File: src/rtl/game_pkg.sv
// rtl/game_pkg.sv - shared game constants: colour widths, colours, layer indices, flash length
package game_pkg;

    localparam int DEF_RGB_IN_W     = 3;
    localparam int DEF_OUT_W        = 4;
    localparam int DEF_FLASH_FRAMES = 30;

    // Colours are {r,g,b}, one bit per channel.
    localparam logic [2:0] BLACK   = 3'b000;
    localparam logic [2:0] BLUE    = 3'b001;
    localparam logic [2:0] GREEN   = 3'b010;
    localparam logic [2:0] CYAN    = 3'b011;
    localparam logic [2:0] RED     = 3'b100;
    localparam logic [2:0] MAGENTA = 3'b101;
    localparam logic [2:0] YELLOW  = 3'b110;
    localparam logic [2:0] WHITE   = 3'b111;

    localparam int LAYER_USER     = 0;
    localparam int LAYER_BULLET   = 1;
    localparam int LAYER_SPIDER   = 2;
    localparam int LAYER_MOSQUITO = 3;
    localparam int LAYER_FLY      = 4;

endpackage

File: src/rtl/layer_flash_timer.sv
// rtl/layer_flash_timer.sv - per-layer hit-flash frame counter with blink-hide output
// Ports: clk25/reset (sync, active-high); load restarts the count at FLASH_FRAMES;
// frame_tick decrements a nonzero count; hide is high on odd nonzero counts;
// active is high while the count is nonzero.
module layer_flash_timer
    import game_pkg::*;
#(
    parameter int FLASH_FRAMES = DEF_FLASH_FRAMES
) (
    input  logic clk25,
    input  logic reset,
    input  logic load,
    input  logic frame_tick,
    output logic hide,
    output logic active
);

    localparam int CNT_W = $clog2(FLASH_FRAMES + 1);

    logic [CNT_W-1:0] cnt_q;
    logic [CNT_W-1:0] cnt_d;

    // A load on a frame-tick cycle wins; the tick is dropped that cycle.
    always_comb begin
        cnt_d = cnt_q;
        if (load) begin
            cnt_d = CNT_W'(FLASH_FRAMES);
        end else if (frame_tick && (cnt_q != '0)) begin
            cnt_d = cnt_q - CNT_W'(1);
        end
    end

    always_ff @(posedge clk25) begin
        if (reset) begin
            cnt_q <= '0;
        end else begin
            cnt_q <= cnt_d;
        end
    end

    assign active = (cnt_q != '0);
    assign hide   = active & cnt_q[0];

endmodule

File: src/rtl/layer_compositor.sv
// rtl/layer_compositor.sv - priority sprite-layer compositor with flash blink and player collision
// Ports: clk25/reset (sync, active-high); layer_rgb_flat/layer_valid/layer_en per layer;
// flash_req per-layer flash start pulse; video_on/hsync_in/vsync_in from the VGA timing;
// vga_r/g/b, hsync, vsync two cycles later; frame_pulse after each vsync falling edge;
// collide_frame = player overlaps seen in the previous frame; flashing = per-layer flash active.
module layer_compositor
    import game_pkg::*;
#(
    parameter int                  LAYER_COUNT  = 6,
    parameter int                  RGB_IN_W     = DEF_RGB_IN_W,
    parameter int                  OUT_W        = DEF_OUT_W,
    parameter int                  FLASH_FRAMES = DEF_FLASH_FRAMES,
    parameter logic [RGB_IN_W-1:0] BG_RGB       = 3'b000
) (
    input  logic                            clk25,
    input  logic                            reset,
    input  logic [LAYER_COUNT*RGB_IN_W-1:0] layer_rgb_flat,
    input  logic [LAYER_COUNT-1:0]          layer_valid,
    input  logic [LAYER_COUNT-1:0]          layer_en,
    input  logic [LAYER_COUNT-1:0]          flash_req,
    input  logic                            video_on,
    input  logic                            hsync_in,
    input  logic                            vsync_in,
    output logic [OUT_W-1:0]                vga_r,
    output logic [OUT_W-1:0]                vga_g,
    output logic [OUT_W-1:0]                vga_b,
    output logic                            hsync,
    output logic                            vsync,
    output logic                            frame_pulse,
    output logic [LAYER_COUNT-1:0]          collide_frame,
    output logic [LAYER_COUNT-1:0]          flashing
);

    logic [LAYER_COUNT-1:0] flash_hide;
    logic [LAYER_COUNT-1:0] vis;
    logic [LAYER_COUNT-1:0] hits;
    logic                   frame_bnd;

    // Stage 1
    logic [RGB_IN_W-1:0] rgb1_q, rgb1_d;
    logic                video_on1_q, hsync1_q, vsync1_q;
    // Stage 2
    logic [OUT_W-1:0]    vga_r_q, vga_g_q, vga_b_q;
    logic [OUT_W-1:0]    vga_r_d, vga_g_d, vga_b_d;
    logic                hsync2_q, vsync2_q;
    // Frame bookkeeping
    logic                   frame_pulse_q;
    logic [LAYER_COUNT-1:0] acc_q, acc_d;
    logic [LAYER_COUNT-1:0] collide_q, collide_d;

    // The stage-1 vsync copy doubles as the previous-cycle vsync_in.
    assign frame_bnd = ~vsync_in & vsync1_q;

    for (genvar i = 0; i < LAYER_COUNT; i++) begin : g_flash
        layer_flash_timer #(
            .FLASH_FRAMES (FLASH_FRAMES)
        ) u_timer (
            .clk25      (clk25),
            .reset      (reset),
            .load       (flash_req[i]),
            .frame_tick (frame_bnd),
            .hide       (flash_hide[i]),
            .active     (flashing[i])
        );
    end

    assign vis = layer_valid & layer_en & ~flash_hide;

    // Walk from the lowest priority upward so the lowest visible index wins.
    always_comb begin
        rgb1_d = BG_RGB;
        for (int i = LAYER_COUNT - 1; i >= 0; i--) begin
            if (vis[i]) begin
                rgb1_d = layer_rgb_flat[i*RGB_IN_W +: RGB_IN_W];
            end
        end
    end

    always_comb begin
        vga_r_d = video_on1_q ? {OUT_W{rgb1_q[2]}} : '0;
        vga_g_d = video_on1_q ? {OUT_W{rgb1_q[1]}} : '0;
        vga_b_d = video_on1_q ? {OUT_W{rgb1_q[0]}} : '0;
    end

    // Collision uses raw valid so a blinking layer still registers hits;
    // bit 0 is masked since the player cannot collide with itself.
    assign hits = {LAYER_COUNT{video_on & layer_valid[0] & layer_en[0]}}
                & layer_valid & layer_en & ~LAYER_COUNT'(1);

    // On a boundary the finished frame is published and the new frame starts
    // from this cycle's hits, so nothing is lost or counted twice.
    always_comb begin
        acc_d     = acc_q | hits;
        collide_d = collide_q;
        if (frame_bnd) begin
            acc_d     = hits;
            collide_d = acc_q;
        end
    end

    always_ff @(posedge clk25) begin
        if (reset) begin
            rgb1_q        <= '0;
            video_on1_q   <= 1'b0;
            hsync1_q      <= 1'b1;
            vsync1_q      <= 1'b1;
            vga_r_q       <= '0;
            vga_g_q       <= '0;
            vga_b_q       <= '0;
            hsync2_q      <= 1'b1;
            vsync2_q      <= 1'b1;
            frame_pulse_q <= 1'b0;
            acc_q         <= '0;
            collide_q     <= '0;
        end else begin
            rgb1_q        <= rgb1_d;
            video_on1_q   <= video_on;
            hsync1_q      <= hsync_in;
            vsync1_q      <= vsync_in;
            vga_r_q       <= vga_r_d;
            vga_g_q       <= vga_g_d;
            vga_b_q       <= vga_b_d;
            hsync2_q      <= hsync1_q;
            vsync2_q      <= vsync1_q;
            frame_pulse_q <= frame_bnd;
            acc_q         <= acc_d;
            collide_q     <= collide_d;
        end
    end

    assign vga_r         = vga_r_q;
    assign vga_g         = vga_g_q;
    assign vga_b         = vga_b_q;
    assign hsync         = hsync2_q;
    assign vsync         = vsync2_q;
    assign frame_pulse   = frame_pulse_q;
    assign collide_frame = collide_q;

endmodule

File: config.mk
export PLATFORM = sky130hd
export DESIGN_NAME = layer_compositor
export DESIGN_NICKNAME = d
export VERILOG_FILES = /design/src/rtl/game_pkg.sv /design/src/rtl/layer_flash_timer.sv /design/src/rtl/layer_compositor.sv
export SDC_FILE = /design/constraint.sdc
export NUM_CORES = 1
export LEC_CHECK = 0
export CORE_ASPECT_RATIO = 1.2
export CORE_UTILIZATION = 43
export CTS_CLUSTER_DIAMETER = 80
export CTS_CLUSTER_SIZE = 20
export DETAILED_ROUTE_END_ITERATION = 12
export PLACE_DENSITY = 0.75
export SLEW_MARGIN = 20
export SYNTH_ARGS = -nofsm -noshare
export SYNTH_HDL_FRONTEND = slang
export SYNTH_SLANG_ARGS = --single-unit
File: constraint.sdc
create_clock -name clk25 -period 1.9 [get_ports clk25]
set_clock_uncertainty 0.15 [all_clocks]
set_input_delay 0.57 -clock clk25 [delete_from_list [all_inputs] [get_ports clk25]]
set_output_delay 0.57 -clock clk25 [all_outputs]
set_load 0.1 [all_outputs]
==> impl_metrics.toml, run 1 <==
[synthesis]
ys_warn_count = 0
yosysMostFrequentCell = "dfxtp_1"
synth_seq_cells = 52
ys_seq_area_share_pct = 41.2
yosysTopAreaCell = "dfxtp_1"
synth.top_cell.area_share_pct = 41.2
synthCells = 296
ys.flop_type = "dfxtp_1"
synthTopCellsByArea = "dfxtp_1 (41%), a21oi_1 (8.7%), ha_1 (5.4%)"
synthArstFlopShare_pct = 0
synth_commonest_cells = "dfxtp_1 (52), a21oi_1 (44), nor2_1 (25)"
ys_types = 32
syn_area_per_cell_um2 = 8.54
syn_nets = 348
synth_edf_count = 0
synth_area_um2 = 2530

[die]
die_y_um = 86.0
die_x_um = 72.0
die_area_um2 = 6190
start_util_pct = 44.6
num_rows = 30
io_pins = 68
core-area_um2 = 5670

[timing]
period_share_pct = 120
setup_violations = 24
worst_slack_ns = -0.388
timing.fmax_ghz = 0.437
period_minus_slack_ns = 2.29
report.final.slew_viol_count = 0
finalHoldViolations = 0
rsz0062_at_grt = "yes"

[clocking]
cts_root_buf = "clkbuf_8"
cts_tree = "yes"
cts_made_buffers = 5
clkSinkCount = 52
path_clk_slew_ns = 0.10
clk_path_buf_depth = 2
cts-htree-levels = 2
clk_latency_ns = 0.31
postCtsHoldBufs = 0

[drt]
via_count = 2684
drt_iter0_drc = 107
drcViolationCount = 0
antenna_left = 0
first_pass_iters = 4
wl_per_cell_um = 16.5
wirelength_mm = 8.44
vias_per_cell = 5.25

[grt]
grt_max_degree = 18
overflow = 0
first_global_vias = 2762
grt_pass1_wl_mm = 12.3
grt_use_total_pct = 25.9
antenna_found_initial = 0

[critical_path]
required_ns = 1.18
rrSetupSlack_ns = -0.31
cp-start-kind = "flip-flop"
worstPathMaxFanout = 2
worstSetupPathType = "flip-flop to output port"
cp-end-kind = "output port"
cp_data_arrival_time_ns = 1.57

[finish]
drive_gt1_share_pct = 46.2
antenna_cells = 0
nets = 482
syn_to_final_growth_pct = 77.8
final_area_um2 = 4490

[power_and_ir_drop]
powerDensity_nw_per_um2 = 663
power.static_leakage_nw = 1.92
vdd_drop_max_uv = 582
p_total_mw = 2.98

[place]
globalplace.congestion = 0.828
io_buffers = 66
hpwl_mm = 5.49
place_area_um2 = 4040

[job]
max-cap-violations = 0

[run_status]
violations = "negative setup slack"
status = "finished with violations"

[hold_path]
hp-class = "flip-flop to flip-flop"
-- cell families after synthesis --
family                     Yosys count  share of synthesized area (%)
muxes                                8                           3.32
and+or+nand+nor                     96                           19.2
buffers and inverters               48                           9.60
other                                1                          0.148
xor gates and xnor gates            18                           6.24
DFF                                 52                           41.2
AOI/OAI and AO/OA                   62                           14.9
adders and majority gates           11                           5.45
-- flip-flops by register name, summed over array words and instances (netlist names) --
signal / cells
g_flash.u_timer.cnt_q: 30
acc_q: 5
collide_frame: 5
rgb1_q: 3
frame_pulse: 1
hsync: 1
hsync1_q: 1
vga_b: 1
vga_g: 1
vga_r: 1
video_on1_q: 1
vsync: 1
vsync1_q: 1
-- stage by stage --
stage	hold WS (ns)	setup slack, ns	util, %	instances	setup TNS (ns)
floorplan	0.239	-0.0960	-	296	-0.421
global placement	0.248	-0.234	71.3	480	-4.98
detailed placement	0.251	-0.319	71.3	480	-6.07
CTS	0.275	-0.365	75.5	501	-3.64
global route	0.307	-0.406	79.3	511	-5.79
finish	0.272	-0.388	79.3	511	-4.03
-- critical path, stage by stage (launching register included) --
cell and delay, ns:
dfxtp_2 0.34, inv_2 0.08, ha_4 0.14, or4b_4 0.51, buf_12 0.19
-- layer usage --
layer | global-route usage [%] | routed length (µm) | share of wire [%] | up-vias
met5 | 0 | 0 | 0 | -
met4 | 11.2 | 280 | 3.3 | 0
met3 | 6.23 | 452 | 5.4 | 27
met2 | 50.3 | 4660 | 55 | 110
met1 | 25.5 | 3050 | 36 | 1285
li1 | - | - | - | 1262
-- power breakdown --
group	total, mW	leakage, nW	internal, mW	switching (mW)
sequential	1.22	0.435	1.16	0.0516
combinational	1.12	1.44	0.552	0.567
clock	0.644	0.0445	0.262	0.382
-- repair_timing --
action                                  CTS  global route
gates resized for setup                  19            34
setup buffers                            13            10
endpoints found under the setup margin   15            36
gates cloned                              0             1
pin swaps                                 8            21
-- final timing paths --
check | from | endpoint | depth (start not counted)
min | hsync1_q | hsync | 1
min reg2reg | hsync1_q | hsync | 1
max | g_flash[2].u_timer.cnt_q[1] | flashing[2] | 4
max reg2reg | g_flash[5].u_timer.cnt_q[0] | rgb1_q[1] | 9
-- final cells by class --
type,count,area [µm²]
flip-flops and latches,52,1060
inverters,22,82.6
multi-input cells,196,1520
well taps,80,100
clock inverters,3,21.3
fillers,329,1170
clock buffers,5,68.8
repair buffers,153,1640
-- layout by cell type (no fill, tap or decap), drive strengths merged --
cell type	n
clkinv	1
a21o	4
nor2b	3
nor4	6
nand3	19
inv	23
buf	113
mux2	3
clkbuf	5
conb	1
clkinvlp	1
or4b	6
nand2b	1
and3	2
dlymetal6s2s	1
a211oi	3
nor3	6
xor2	6
a32oi	5
xnor2	12
a221oi	3
or2	4
ha	11
nor2	25
dfxtp	52
and2	3
a21oi	47
mux2i	5
nand2	21
clkdlybuf4s50	39
Note: power is estimated with default switching activity, not from simulation.
==> inputs of run 2 (changes only) <==
--- a/config.mk
+++ b/config.mk
@@ -6,11 +6,12 @@
 export NUM_CORES = 1
 export LEC_CHECK = 0
 export CORE_ASPECT_RATIO = 1.2
-export CORE_UTILIZATION = 43
+export CORE_UTILIZATION = 48
 export CTS_CLUSTER_DIAMETER = 80
 export CTS_CLUSTER_SIZE = 20
 export DETAILED_ROUTE_END_ITERATION = 12
-export PLACE_DENSITY = 0.75
+export GPL_ROUTABILITY_DRIVEN = 1
+export PLACE_DENSITY = 0.79
 export SLEW_MARGIN = 20
 export SYNTH_ARGS = -nofsm -noshare
 export SYNTH_HDL_FRONTEND = slang
==> constraint.sdc (replaced) <==
create_clock -name clk25 -period 2.21 [get_ports clk25]
set_clock_uncertainty 0.15 [all_clocks]
set_input_delay 0.663 -clock clk25 [delete_from_list [all_inputs] [get_ports clk25]]
set_output_delay 0.663 -clock clk25 [all_outputs]
set_load 0.1 [all_outputs]
==> impl_metrics.toml, run 2 (synthesis gave the netlist of run 1 again) <==
[run_status]
status = "finished with violations"
violations = "negative setup slack"

[drt]
wirelength_mm = 7.55
antenna_left = 0
top_layer_used = "met4"
vias_per_cell = 5.49
met3WireLength_um = 320
drcViolationCount = 0
first_pass_iters = 4
route.met2.wl_mm = 4.03
drt_iter0_drc = 158
wl_met1_mm = 3.06
wl_per_cell_um = 16.4
via_count = 2532

[finish]
final_area_um2 = 4090
regMostFlops = "g_flash.u_timer.cnt_q"
syn_to_final_growth_pct = 61.8
largest_reg_flops = 30
antenna_cells = 0
final_cells = 461
drive_gt1_share_pct = 35.7
layout_common_cells = "buf_4 (53), a21oi_1 (42), dfxtp_1 (40), clkdlybuf4s50_1 (40), buf_12 (27)"
nets = 452
mostFrequentLayoutCell = "buf_4"
final_util_pct = 81.6
fillCellCount = 281

[clocking]
cts_tree = "yes"
cts-htree-levels = 2
cts_made_buffers = 5
path_clk_slew_ns = 0.10
clk_path_buf_depth = 2
cts_root_buf = "clkbuf_8"
clk_latency_ns = 0.31
clkSinkCount = 52
postCtsHoldBufs = 0

[critical_path]
worstPathMaxFanout = 2
cp-start-kind = "flip-flop"
crit_chain = "inv_2 > ha_4 > or4b_4 > buf_12"
cp-end-kind = "output port"
worstSetupPathType = "flip-flop to output port"
rrSetupSlack_ns = 0.01
cp_top_family = "simple AND/OR/NAND/NOR gates"
cp_data_arrival_time_ns = 1.56
required_ns = 1.40
crit_buf_inv = 2
slowest_stage = "or4b_4"
critical_path.max_stage_delay_ns = 0.49

[place]
globalplace.congestion = 0.818
place_area_um2 = 3580
io_buffers = 66
dpl.cell_count = 423
hpwl_mm = 4.63
dp_slack_ns = -0.120

[die]
die_area_um2 = 5560
core-area_um2 = 5010
start_util_pct = 50.4
num_rows = 28
io_pins = 68
die_x_um = 68.2
die_y_um = 81.5

[power_and_ir_drop]
powerDensity_nw_per_um2 = 621
vdd_drop_max_uv = 624
power.static_leakage_nw = 1.74

[timing]
rsz0062_at_grt = "yes"
worst_slack_ns = -0.162
worst_pin_slew_ns = 0.488
period_minus_slack_ns = 2.37
setup_tns_ns = -0.823
slew_headroom_pct = 67.1
setup_violations = 6
report.final.slew_viol_count = 0
period_share_pct = 107
finalHoldViolations = 0
timing.fmax_ghz = 0.422

[grt]
grt_max_degree = 35
grt_use_total_pct = 28.0
overflow = 0
antenna_found_initial = 0
first_global_vias = 2540
grt_pass1_wl_mm = 11.5

[hold_path]
hp-class = "flip-flop to flip-flop"

[job]
max-cap-violations = 0
[run 2: cell type report]
cell class	count	area, µm²	area share [%]
Multi-Input combinational cell	196	1390	34.0
Timing Repair Buffer	123	1370	33.6
Sequential cell	52	1060	25.8
Inverter	22	82.6	2.02
Tap cell	60	75.1	1.84
Clock buffer	5	68.8	1.68
Clock inverter	3	42.5	1.04
[run 2: what timing repair did]
action,4_1_cts,5_1_grt
resized for setup,41,12
setup buffers,23,7
endpoints found under the setup margin,7,9
pin swaps,6,6
[run 2: worst reg2reg max path, cell delays in order (launching register included)]
cell and delay (ns):
dfxtp_2 0.34, inv_2 0.08, ha_4 0.13, or4b_4 0.49, buf_6 0.15, a21oi_4 0.20
a21oi_1 0.13, a221oi_1 0.31, a211oi_2 0.11
[run 2: report_power, final]
group	leakage (nW)	internal (mW)	switching (mW)
sequential	0.434	1.00	0.0560
clock	0.0541	0.336	0.328
combinational	1.25	0.394	0.424
total	1.74	1.73	0.809
[run 2: final timing paths]
check | from | endpoint | cells past startpoint
setup reg to reg | g_flash[2].u_timer.cnt_q[0] | rgb1_q[2] | 8
setup / recovery | g_flash[0].u_timer.cnt_q[0] | flashing[0] | 4
hold / removal | rgb1_q[1] | vga_g[0] | 1
hold reg to reg | rgb1_q[1] | vga_g[0] | 1
[run 2: per-layer routing]
| metal | up-vias | GRT usage, % |
|---|---|---|
| li1 | 1203 | - |
| met1 | 1236 | 33.0 |
| met2 | 81 | 47.7 |
| met3 | 12 | 5.28 |
| met4 | 0 | 13.5 |
| met5 | - | 0 |
[run 2: stage by stage]
stage / hold slack, ns / power (mW)
2_1_floorplan: 0.239 / 1.49
3_3_place_gp: 0.247 / 1.72
3_5_place_dp: 0.253 / 1.74
6_report: 0.295 / 2.54
4_1_cts: 0.269 / 2.48
5_1_grt: 0.308 / 2.65
==> inputs of run 3 (changes only) <==
--- a/config.mk
+++ b/config.mk
@@ -12,6 +12,7 @@
 export DETAILED_ROUTE_END_ITERATION = 12
 export GPL_ROUTABILITY_DRIVEN = 1
 export PLACE_DENSITY = 0.79
+export SKIP_CTS_REPAIR_TIMING = 1
 export SLEW_MARGIN = 20
 export SYNTH_ARGS = -nofsm -noshare
 export SYNTH_HDL_FRONTEND = slang
==> impl_metrics.toml, run 3 (synthesis gave the netlist of run 1 again) <==
[power_and_ir_drop]
vdd_drop_max_uv = 533
p_sw_mw = 0.774
p_sw_share_pct = 31.3
seq_power_share_pct = 42.8
powerDensity_nw_per_um2 = 628
clkPwrFrac_pct = 26.5
combPwrFrac_pct = 30.8
power.static_leakage_nw = 1.66
p_total_mw = 2.47
p_int_mw = 1.70

[critical_path]
worstPathMaxFanout = 3
cp-end-kind = "output port"
cp-start-kind = "flip-flop"
required_ns = 1.40
cp_data_arrival_time_ns = 1.56
worstSetupPathType = "flip-flop to output port"

[timing]
period_share_pct = 107
setup_violations = 6
worst_slack_ns = -0.162
timing.fmax_ghz = 0.422
finalHoldViolations = 0
report.final.slew_viol_count = 0
period_minus_slack_ns = 2.37
rsz0062_at_grt = "yes"
setup_tns_ns = -0.852

[finish]
antenna_cells = 0
syn_to_final_growth_pct = 55.9
regMostFlops = "g_flash.u_timer.cnt_q"
largest_reg_flops = 30
layout_common_cells = "a21oi_1 (43), dfxtp_1 (41), clkdlybuf4s50_1 (40), buf_4 (38), buf_12 (27)"
drive_gt1_share_pct = 31.7
final_area_um2 = 3940
mostFrequentLayoutCell = "a21oi_1"
nets = 436
fillCellCount = 307
final_cells = 445

[place]
dpl.cell_count = 423
globalplace.congestion = 0.818
io_buffers = 66
place_area_um2 = 3580
dp_slack_ns = -0.120
hpwl_mm = 4.63

[drt]
first_pass_iters = 4
drt_iter0_drc = 131
via_count = 2416
drcViolationCount = 0
wirelength_mm = 6.68
vias_per_cell = 5.43
antenna_left = 0
wl_per_cell_um = 15.0

[die]
die_y_um = 81.5
num_rows = 28
die_area_um2 = 5560
start_util_pct = 50.4
io_pins = 68
die_x_um = 68.2
core-area_um2 = 5010

[clocking]
cts_made_buffers = 5
clkSinkCount = 52
cts_tree = "yes"
clk_path_buf_depth = 2
path_clk_slew_ns = 0.10
cts-htree-levels = 2
cts_root_buf = "clkbuf_8"
clk_latency_ns = 0.31

[run_status]
violations = "negative setup slack"
status = "finished with violations"

[hold_path]
hp-class = "flip-flop to flip-flop"

[grt]
grt_max_degree = 35
grt_pass1_wl_mm = 9.65
antenna_found_initial = 0
overflow = 0
first_global_vias = 2163
grt_use_total_pct = 23.3

[job]
max-cap-violations = 0
[run 3: path summary, 6_finish.rpt]
path,from,endpoint,slack [ns],depth (start not counted)
min reg2reg,hsync1_q,hsync,0.27,1
max reg2reg,g_flash[4].u_timer.cnt_q[0],rgb1_q[2],0.06,8
min,hsync1_q,hsync,0.27,1
max,g_flash[0].u_timer.cnt_q[0],flashing[0],-0.16,4
[run 3: per-layer routing]
layer / global-route usage, % / wire length, µm
met1: 28.6 / 2810
met2: 40.1 / 3480
met3: 4.31 / 285
met4: 8.13 / 110
met5: 0 / 0
[run 3: cell type report]
class,count,area [µm²],area share [%]
Clock buffer,5,68.8,1.75
Clock inverter,3,42.5,1.08
Inverter,22,85.1,2.16
Multi-Input combinational cell,196,1370,34.7
Sequential cell,52,1050,26.8
Tap cell,60,75.1,1.90
Timing Repair Buffer,107,1250,31.7
[run 3: power groups by stage]
| stage | Combinational, mW | Sequential (mW) | Clock, mW |
|---|---|---|---|
| after global placement | 0.654 | 1.07 | 0 |
| final | 0.761 | 1.06 | 0.654 |
| after global routing | 0.812 | 1.06 | 0.708 |
| after CTS | 0.675 | 1.05 | 0.662 |
| after detailed placement | 0.669 | 1.07 | 0 |
| after floorplan | 0.401 | 1.09 | 0 |
[run 3: per-stage QoR]
stage | util (%) | hold slack [ns]
after floorplan | - | 0.239
after global placement | 71.5 | 0.247
after detailed placement | 71.5 | 0.253
after CTS | 73.7 | 0.269
after global routing | 78.7 | 0.295
final | 78.7 | 0.268
[run 3: critical path, cell delays in order, from the launching register on]
cell and delay, ns:
dfxtp_2 0.34, inv_2 0.08, ha_4 0.14, or4b_4 0.50
buf_12 0.19
==> RTL edit, RTL diff (settings of run 3) <==
Put one more register stage on the output `collide_frame`. The value now appears one clock later. The other outputs are not delayed to match.
--- a/src/rtl/layer_compositor.sv
+++ b/src/rtl/layer_compositor.sv
@@ -136,3 +136,5 @@
     assign frame_pulse   = frame_pulse_q;
-    assign collide_frame = collide_q;
+    always_ff @(posedge clk25) begin
+        collide_frame <= collide_q;
+    end
 
Behaviour: not the same (a bounded check fails within 4 cycles, from zero or initial values and one cycle with reset high).
==> RTL edit against run 3 <==
The flow still finishes with violations (negative setup slack). Sequential cell count rose by 5. Worst hold slack got worse by 0.067 ns. Routed wire length rose by 9.9%. Final area rose by 7.3%. Setup slack got worse by 0.0098 ns. Synthesized cell count rose by 6.8%. Power rose by 29%. Sequential share of layout area rose by 0.55 points. Register-to-register slack improved by 0.07 ns. Critical path type unchanged. First-iteration DRC count rose by 3.8%. Via count rose by 6.9%. Synthesized area rose by 11%. Largest power group is now clock. Critical endpoint is now flashing[5].
==> RTL edit: results <==
[outcome]
status = "finished, violations left"
failed_checks = "negative setup slack"

[layout]
fin_nets = 448
nMultiInputCombCells = 209
layout-drive-gt1-share_pct = 32.4
clock_area_share_pct = 6.09
regArea_sq_mm = 0.00115
inv_count = 20
final.fill_count = 381
area_share_nonclk_buffers_pct = 28.2

[sta]
finalSetupViolations = 6
setup_ws_ns = -0.172

[synth]
synth_fa_ha_area_share_pct = 4.93
synth-xor-area-share_pct = 5.64
synthTopCellsByCount = "dfxtp_1 (57), a21oi_1 (33), nand2_1 (27)"
synth.top_cells.by_area = "dfxtp_1 (41%), a21oi_1 (5.9%), ha_1 (4.9%)"
synth-seq-area-share_pct = 40.8
muxShareOfSynthArea_pct = 1.43
syn_nets = 368
synth-compound-area-share_pct = 17.5

[placed_design]
dp_hpwl_um = 4940
pre_cts_ws_ns = -0.0602
place_congestion = 0.824

[pwr]
switchingPower_mw = 0.884
clk-power_mw = 1.28
sw_frac_of_total_pct = 27.8
combPwrFrac_pct = 23.7

[global_route]
grt_use_met3_pct = 6.11
grt_use_met1_pct = 28.0
grt_pass1_wl_um = 11200

[clocking]
clkLatencyLatePin_ns = 0.34
cts_buffers = 9
cts_sinks = 57
clk_pin_slew_ns = 0.06

[route]
via_count = 2582
drt-met1-wl_um = 2900
drt_iter0_markers = 136

[floorplanning]
rows = 30
[RTL edit: changes by cell type after synthesis, sizes merged, moves of 5 or more]
| cell | before | now |
|---|---|---|
| nand3 | 19 | 24 |
| a31oi | 0 | 5 |
| nor4 | 6 | 0 |
| nand2 | 21 | 27 |
| xor2 | 6 | 13 |
| xnor2 | 12 | 5 |
| nor2 | 25 | 16 |
| or2 | 4 | 12 |
| a21oi | 47 | 36 |
| nor3 | 6 | 12 |
| dfxtp | 52 | 57 |
[RTL edit: path summary, 6_finish.rpt]
kind                          startpoint               end  cells past startpoint
max          g_flash[5].u_timer.cnt_q[0]       flashing[5]                      4
min                         collide_q[4]  collide_frame[4]                      0
max reg2reg  g_flash[1].u_timer.cnt_q[1]         rgb1_q[2]                      7
min reg2reg                 collide_q[4]  collide_frame[4]                      0
[RTL edit: through the flow]
step                TNS, ns  cells  util [%]
finish               -0.768    465      75.1
global route          -1.06    465      75.1
CTS                   -1.55    456      72.2
detailed placement   -0.164    440      67.7
global placement          0    440      67.7
floorplan                 0    316         -
